==> src/rtl/ssf_core.sv <==
// rtl/ssf_core.sv - frame-scheduled single-port FIR core with a serial MAC
// One sample request per frame, NTAPS serial MACs, then one registered result.
module ssf_core #(
  parameter int                NTAPS  = 16,
  parameter int                PERIOD = 32175,
  parameter logic [16*NTAPS-1:0] COEF = {NTAPS{16'sd2048}}
) (
  input  logic        clk,
  input  logic        rst,
  input  logic [31:0] io_in,
  output logic [31:0] io_out,
  output logic [1:0]  req_in,
  output logic [1:0]  out_en
);

  localparam int FCW = $clog2(PERIOD);
  localparam int TW  = (NTAPS > 1) ? $clog2(NTAPS) : 1;

  localparam logic [FCW-1:0] FC_LAST  = FCW'(PERIOD - 1);
  localparam logic [FCW-1:0] FC_CAP   = FCW'(1);
  localparam logic [FCW-1:0] FC_MAC0  = FCW'(2);
  localparam logic [FCW-1:0] FC_MACN  = FCW'(NTAPS + 1);
  localparam logic [FCW-1:0] FC_LOAD  = FCW'(NTAPS + 2);

  logic                run_q;
  logic [FCW-1:0]      fc_q, fc_d;
  logic signed [31:0]  x_q [NTAPS];
  logic signed [31:0]  x_d [NTAPS];
  logic signed [47:0]  acc_q, acc_d;
  logic [31:0]         out_q, out_d;
  logic                vld_q, vld_d;

  logic signed [15:0]  coef_w [NTAPS];
  logic [TW-1:0]       tap;
  logic signed [31:0]  x_sel;
  logic signed [15:0]  c_sel;
  logic signed [47:0]  prod;

  for (genvar k = 0; k < NTAPS; k++) begin : g_coef
    assign coef_w[k] = COEF[16*k +: 16];
  end

  assign tap   = TW'(fc_q - FC_MAC0);
  assign x_sel = x_q[tap];
  assign c_sel = coef_w[tap];
  assign prod  = 48'(x_sel) * 48'(c_sel);

  // run_q holds fc at 0 through the first post-reset edge so that frame 0 starts there.
  always_comb begin
    fc_d  = fc_q;
    x_d   = x_q;
    acc_d = acc_q;
    out_d = out_q;
    vld_d = 1'b0;
    if (run_q) begin
      fc_d = (fc_q == FC_LAST) ? '0 : fc_q + FCW'(1);
      if (fc_q == FC_CAP) begin
        x_d[0] = io_in;
        for (int k = 1; k < NTAPS; k++) x_d[k] = x_q[k-1];
        acc_d = '0;
      end else if (fc_q >= FC_MAC0 && fc_q <= FC_MACN) begin
        acc_d = acc_q + prod;
      end else if (fc_q == FC_LOAD) begin
        out_d = acc_q[46:15];
        vld_d = 1'b1;
      end
    end
  end

  always_ff @(posedge clk) begin
    if (rst) begin
      run_q <= 1'b0;
      fc_q  <= '0;
      acc_q <= '0;
      out_q <= '0;
      vld_q <= 1'b0;
      for (int k = 0; k < NTAPS; k++) x_q[k] <= '0;
    end else begin
      run_q <= 1'b1;
      fc_q  <= fc_d;
      acc_q <= acc_d;
      out_q <= out_d;
      vld_q <= vld_d;
      for (int k = 0; k < NTAPS; k++) x_q[k] <= x_d[k];
    end
  end

  assign io_out = out_q;
  assign req_in = {1'b0, run_q && (fc_q == '0)};
  assign out_en = {1'b0, vld_q};

endmodule

==> config.mk <==
export PLATFORM = sky130hd
export DESIGN_NAME = ssf_core
export DESIGN_NICKNAME = d
export VERILOG_FILES = /design/src/rtl/ssf_core.sv
export SDC_FILE = /design/constraint.sdc
export NUM_CORES = 2
export LEC_CHECK = 0
export CAP_MARGIN = 20
export CORE_MARGIN = 2
export CORE_UTILIZATION = 56
export CTS_CLUSTER_DIAMETER = 30
export DETAILED_ROUTE_END_ITERATION = 8
export GPL_ROUTABILITY_DRIVEN = 1
export GPL_TIMING_DRIVEN = 0
export HOLD_SLACK_MARGIN = 0.12
export PLACE_DENSITY = 0.76
export SYNTH_ARGS = -nofsm -noshare
export SYNTH_HDL_FRONTEND = slang
export SYNTH_SLANG_ARGS = --single-unit
==> constraint.sdc <==
create_clock -name clk -period 6.3 [get_ports clk]
set_clock_uncertainty 0.05 [all_clocks]
set_input_delay 1.26 -clock clk [delete_from_list [all_inputs] [get_ports clk]]
set_output_delay 1.26 -clock clk [all_outputs]
set_load 0.01 [all_outputs]
Word-level counts from Yosys, hierarchy flattened
Memory sizes are Yosys's and may differ from the RTL's.
Cells that the tools add are included.
W data, S select, Z words.
Cells by class
  add/subtract/negate cells: 3
  multiply operators: 1
  magnitude comparators: 3
  equality and inequality tests: 3
  mux-type cells: 10
  bitwise logic cells: 4
  reduce and logical (&&, ||, !) cells: 8
Operator list (number)
  $bmux W32 S4: 1
  $mux W48: 2
  $mux W32: 2
  $add A48 B48 Y48: 1
  $mul A32 B16 Y48: 1
  $mux W16: 2
  $add A15 B1 Y15 const B: 1
  $eq A15 B1 Y1 const B: 1
  $eq A15 B15 Y1 const B: 1
  $eq A15 B5 Y1 const B: 1
  $ge A15 B2 Y1 const B: 1
  $le A15 B5 Y1 const B: 1
  $logic_not A15 Y1: 1
  $mux W15: 1
  $ge A5 B5 Y1 const B: 1
  $not A4 Y5: 1
  $reduce_and A2 Y1: 2
  $reduce_and A4 Y1: 1
  $reduce_or A4 Y1: 1
  $sub A4 B2 Y4 const B: 1
  $not A1 Y1: 3
  $logic_and A1 B1 Y1: 2
  $mux W1: 2
  $reduce_bool A2 Y1: 1
Storage, ports and cells
  register bits: 609
  bits in read-only memories: 256
  input port bits: 34
  output and inout port bits: 36
  word-level logic and storage cells: 54
  memories: 1
Memories
  (no name shown): words 16, bits a word 16, read ports 1, clocked after memory_dff 0, wr ports 0, RTL line 45  | assign c_sel = coef_w[tap];

Logic depth before layout (Yosys ltp)
  depth in word-level cells: 9
  depth in mapped cells: 22

Least setup slack after synthesis
OpenSTA, ideal clock, no wires.
  kind: register -> register
  start: register fc_q[1]
  end: register acc_q[45]
  arrival time: 6.050 ns
  data required time: 6.125 ns
  path slack: 0.075 ns
  cell stages (with the launch flop): 22
  path buffers: 5
  period minus slack after synthesis: 6.225 ns
  cells stage by stage: dfxtp_1 clkbuf_1 clkbuf_1 buf_2 buf_2 inv_1 ha_1 xor2_1 clkbuf_1 mux4_2 ha_1 ha_1 ha_1 and2_1 a221o_1 a211oi_1 o31ai_4 a311oi_2 nor2_1 a221oi_1 xor2_1 o21ai_1
Between the ends
  longest elaborated chain between the ends: 9
RTL lines
  from (decl): RTL line 26  | logic [FCW-1:0] fc_q, fc_d;
  from (signal assigned): RTL line 73  | fc_q <= '0;
  from (signal assigned): RTL line 80  | fc_q <= fc_d;
  $sub A4 B2 Y4: RTL line 43  | assign tap = TW'(fc_q - FC_MAC0);
  $not A4 Y5 (not written as such): RTL line 44, 45
  $mem_v2 Z16 W16 / $bmux W32 S4 (equally long branches)
  $mux W16 (not written as such) / $mux W32 (equally long branches) (2 in a row): RTL line 45, 44
  $mul A32 B16 Y48: RTL line 46  | assign prod = 48'(x_sel) * 48'(c_sel);
  $add A48 B48 Y48: RTL line 62  | acc_d = acc_q + prod;
  $mux W48: RTL line 61  | end else if (fc_q >= FC_MAC0 && fc_q <= FC_MACN) begin
  $mux W48: RTL line 57  | if (fc_q == FC_CAP) begin
  to (signal assigned): RTL line 74  | acc_q <= '0;
  to (signal assigned): RTL line 81  | acc_q <= acc_d;
  to (decl): RTL line 29  | logic signed [47:0] acc_q, acc_d;
Parallel ways exist; a longest one is shown, timed or not. The select of a mux whose other input is x is not followed.
A chain may end at the register's enable or synchronous reset.

Worst setup path after layout
  start: register fc_q[0]
  end: register acc_q[45]
Same word-level chain as after synthesis.

==> flow_summary.toml <==
[route]
wl_met1_um = 31500
avgViaCountPerCell = 5.91
wl_per_cell_um = 19.8
drc = 0
wl_met2_um = 37400
first_iter_violations = 2179
drt_wl_total_um = 79000
via_count = 23600
highest-signal-layer = "met5"
route.met3.wl_um = 5340
antenna_left = 0
first_pass_iters = 7

[power_and_ir_drop]
ir_worst_vdd_mv = 0.225
power_density_nw_per_um2 = 327
finalPower_mw = 10.6
leakage_nw = 11.5

[sta]
layout_setup_ws_ns = 0.209
max_freq_ghz = 0.164
setup_tns_ns = 0
slew_headroom_pct = 34.5
finalCritPeriodShare_pct = 96.7
maxSlewViolCount = 0
worst_pin_slew_ns = 0.983
rsz0062_at_grt = "false"
hold_violations = 0
min_period_ns = 6.09
setup_viol = 0

[die]
die_w_um = 223
core_area_um2 = 47500
io_pins = 70
core.rowCount = 80
dieHeight_um = 223
start_util_pct = 56.5
die_area_um2 = 49700

[synthesis]
syn-cell-area_um2 = 26900
syn_avg_cell_area_um2 = 8.67
ys_async_sr_fraction_pct = 0
synth-edff-count = 0
seq_area_frac_synth_pct = 44.5
synthDistinctLibCells = 61
synthCells = 3098
synth_seq_cells = 597
yosysWarnings = 0
yosysTopAreaCellShare_pct = 44.5
yosys.area.top_type = "dfxtp_1"
synth-main-ff-cell = "dfxtp_1"
synthTopCellsByArea = "dfxtp_1 44%, nand2_1 16%, mux4_2 13%"

[critical_path]
cp_max_fo = 10
worst-endpoint-required_ns = 6.76
worstPathCellList = "buf_2 > clkbuf_1 > clkbuf_1 > mux4_2 > mux4_2 > ha_1 > ha_1 > ha_1 > and2_1 > a221o_1 > a211oi_2 > o31ai_4 > a311oi_2 > nor2_1 > a221oi_2 > xor2_1 > o21ai_1"
critPathMaxStageDelay_ns = 0.62
path_buf_inv = 3
cp.arrival_ns = 6.56
endpoint_kind = "register"
rrSetupSlack_ns = 0.21
slowest_stage = "mux4_2"
start_kind = "register"
cpMostUsedCell = "ha_1"
path_delay_family = "buffers and inverters"
worstSetupPathType = "register to register"

[cells_and_area]
multiInputGateArea_um2 = 13900
antenna_cells = 0
drive_gt1_share_pct = 13.3
layoutNonFillerInstCount = 4000
final_core_util_pct = 68.3
layout.nets = 3430
area_growth_pct = 21.0
seqCellArea_um2 = 12000
final_cell_mix = "1139 x nand2_1, 597 x dfxtp_1, 578 x a21oi_1"
layout_commonest_cell = "nand2_1"
n_fill_cell = 3659

[placed_design]
gp_congestion = 0.943
dpl.cell_count = 3781
numPortBuffers = 67
hpwl_um = 58600
pre_cts_ws_ns = -2.27

[outcome]
outcome = "finished, final reports clean"

[hold_path]
min_path_type = "register to register"

[clocking]
cts_tree = "done"
cts.htree.levels = 3
clock_latency_ns = 0.66
cts_root_buffer = "clkbuf_16"
clk_pin_slew_worst_paths_ns = 0.05
cts-buffers-inserted = 116
clk_path_buf_depth = 3
cts_num_sinks = 597

[global_routing]
grt_first_pass_wirelength_um = 125000
grt_usage_pct = 31.8
first_global_vias = 23400
antenna_found_initial = 2
grt_max_degree = 16
overflow = 0

[run]
cap_viol_max_count = 0
==> layer usage <==
metal  up-vias  GRT usage (%)
met5         -              0
met3       252           5.43
li1      11000              -
met2      1005           53.0
met4         4           17.9
met1     11400           39.4
==> power by group <==
| part | internal [mW] | switching [mW] | leakage (nW) |
|---|---|---|---|
| sequential | 3.80 | 0.0127 | 4.81 |
| clock | 4.18 | 2.06 | 1.97 |
| combinational | 0.163 | 0.417 | 4.75 |
| total | 8.15 | 2.49 | 11.5 |
==> path summary, 6_finish.rpt <==
| kind | startpoint | endpoint | depth (start not counted) |
|---|---|---|---|
| worst min-delay path | x_q[22]$_SDFFE_PP0P_ | x_q[22]$_SDFFE_PP0P_ | 2 |
| worst min register to register | x_q[22]$_SDFFE_PP0P_ | x_q[22]$_SDFFE_PP0P_ | 2 |
| worst max register to register | fc_q[0]$_SDFFE_PP0P_ | acc_q[45]$_SDFFE_PP0P_ | 17 |
| worst max-delay path | fc_q[0]$_SDFFE_PP0P_ | acc_q[45]$_SDFFE_PP0P_ | 17 |
==> cell usage after synthesis, drive strengths merged, types with 2 or more instances <==
master,instances
a211oi,3
a21o,9
a21oi,580
a22oi,16
a311oi,2
a31o,2
a31oi,6
and2,4
and3,13
buf,68
clkbuf,171
dfxtp,597
ha,109
inv,13
mux4,160
nand2,1139
nand2b,6
nand3,18
nand4,8
nor2,50
nor2b,3
nor3,3
nor4,3
o2111ai,2
o21a,2
o21ai,30
o21bai,7
o31ai,3
xnor2,25
xor2,24
==> flip-flops by register name, indices dropped and copies added, names as in the netlist <==
| register | flops |
|---|---|
| acc_q | 36 |
| fc_q | 15 |
| io_out | 32 |
| run_q | 1 |
| vld_q | 1 |
| x_q | 512 |
==> area by class of cell <==
class	count	share of cell area, %
sequential	597	36.8
buffer	238	3.15
timing repair buffer	70	2.18
multi-input combinational	2250	42.9
inverter	13	0.150
tap	615	2.37
clock buffer	150	10.1
clock inverter	67	2.35
==> cell families after synthesis <==
logic type,synth area share (%)
AO/OA/AOI/OAI,13.3
XOR/XNOR,1.60
adder cells (fa/ha/maj),5.15
buffers and inverters,3.82
flip-flops,44.5
multiplexers,13.5
other,0.0140
AND/OR/NAND/NOR,18.2
==> through the flow <==
step                cell area (µm²)  hold WS [ns]
floorplan                     26900         0.379
global placement              28300         0.387
detailed placement            28300         0.391
CTS                           32500         0.397
global route                  32500         0.415
finish                        32500         0.398
==> timing repair <==
| action | in CTS | in global routing |
|---|---|---|
| gates resized for setup | 23 | 12 |
| setup buffers | 1 | 1 |
| setup endpoints to repair | 34 | 8 |
| hold buffers | 0 | 0 |
| gates cloned | 0 | 0 |
| pin swaps | 0 | 2 |
==> worst register-to-register path, delay by kind of cell, from the launching register on <==
family	cells	cell delay [ns]
DFF	1	0.36
muxes	2	1.03
AOI/OAI and AO/OA	6	1.49
xor gates and xnor gates	1	0.21
adders and majority gates	3	0.99
and+or+nand+nor	2	0.31
buffers and inverters	3	1.51
Note: power is estimated with default switching activity, not from simulation.
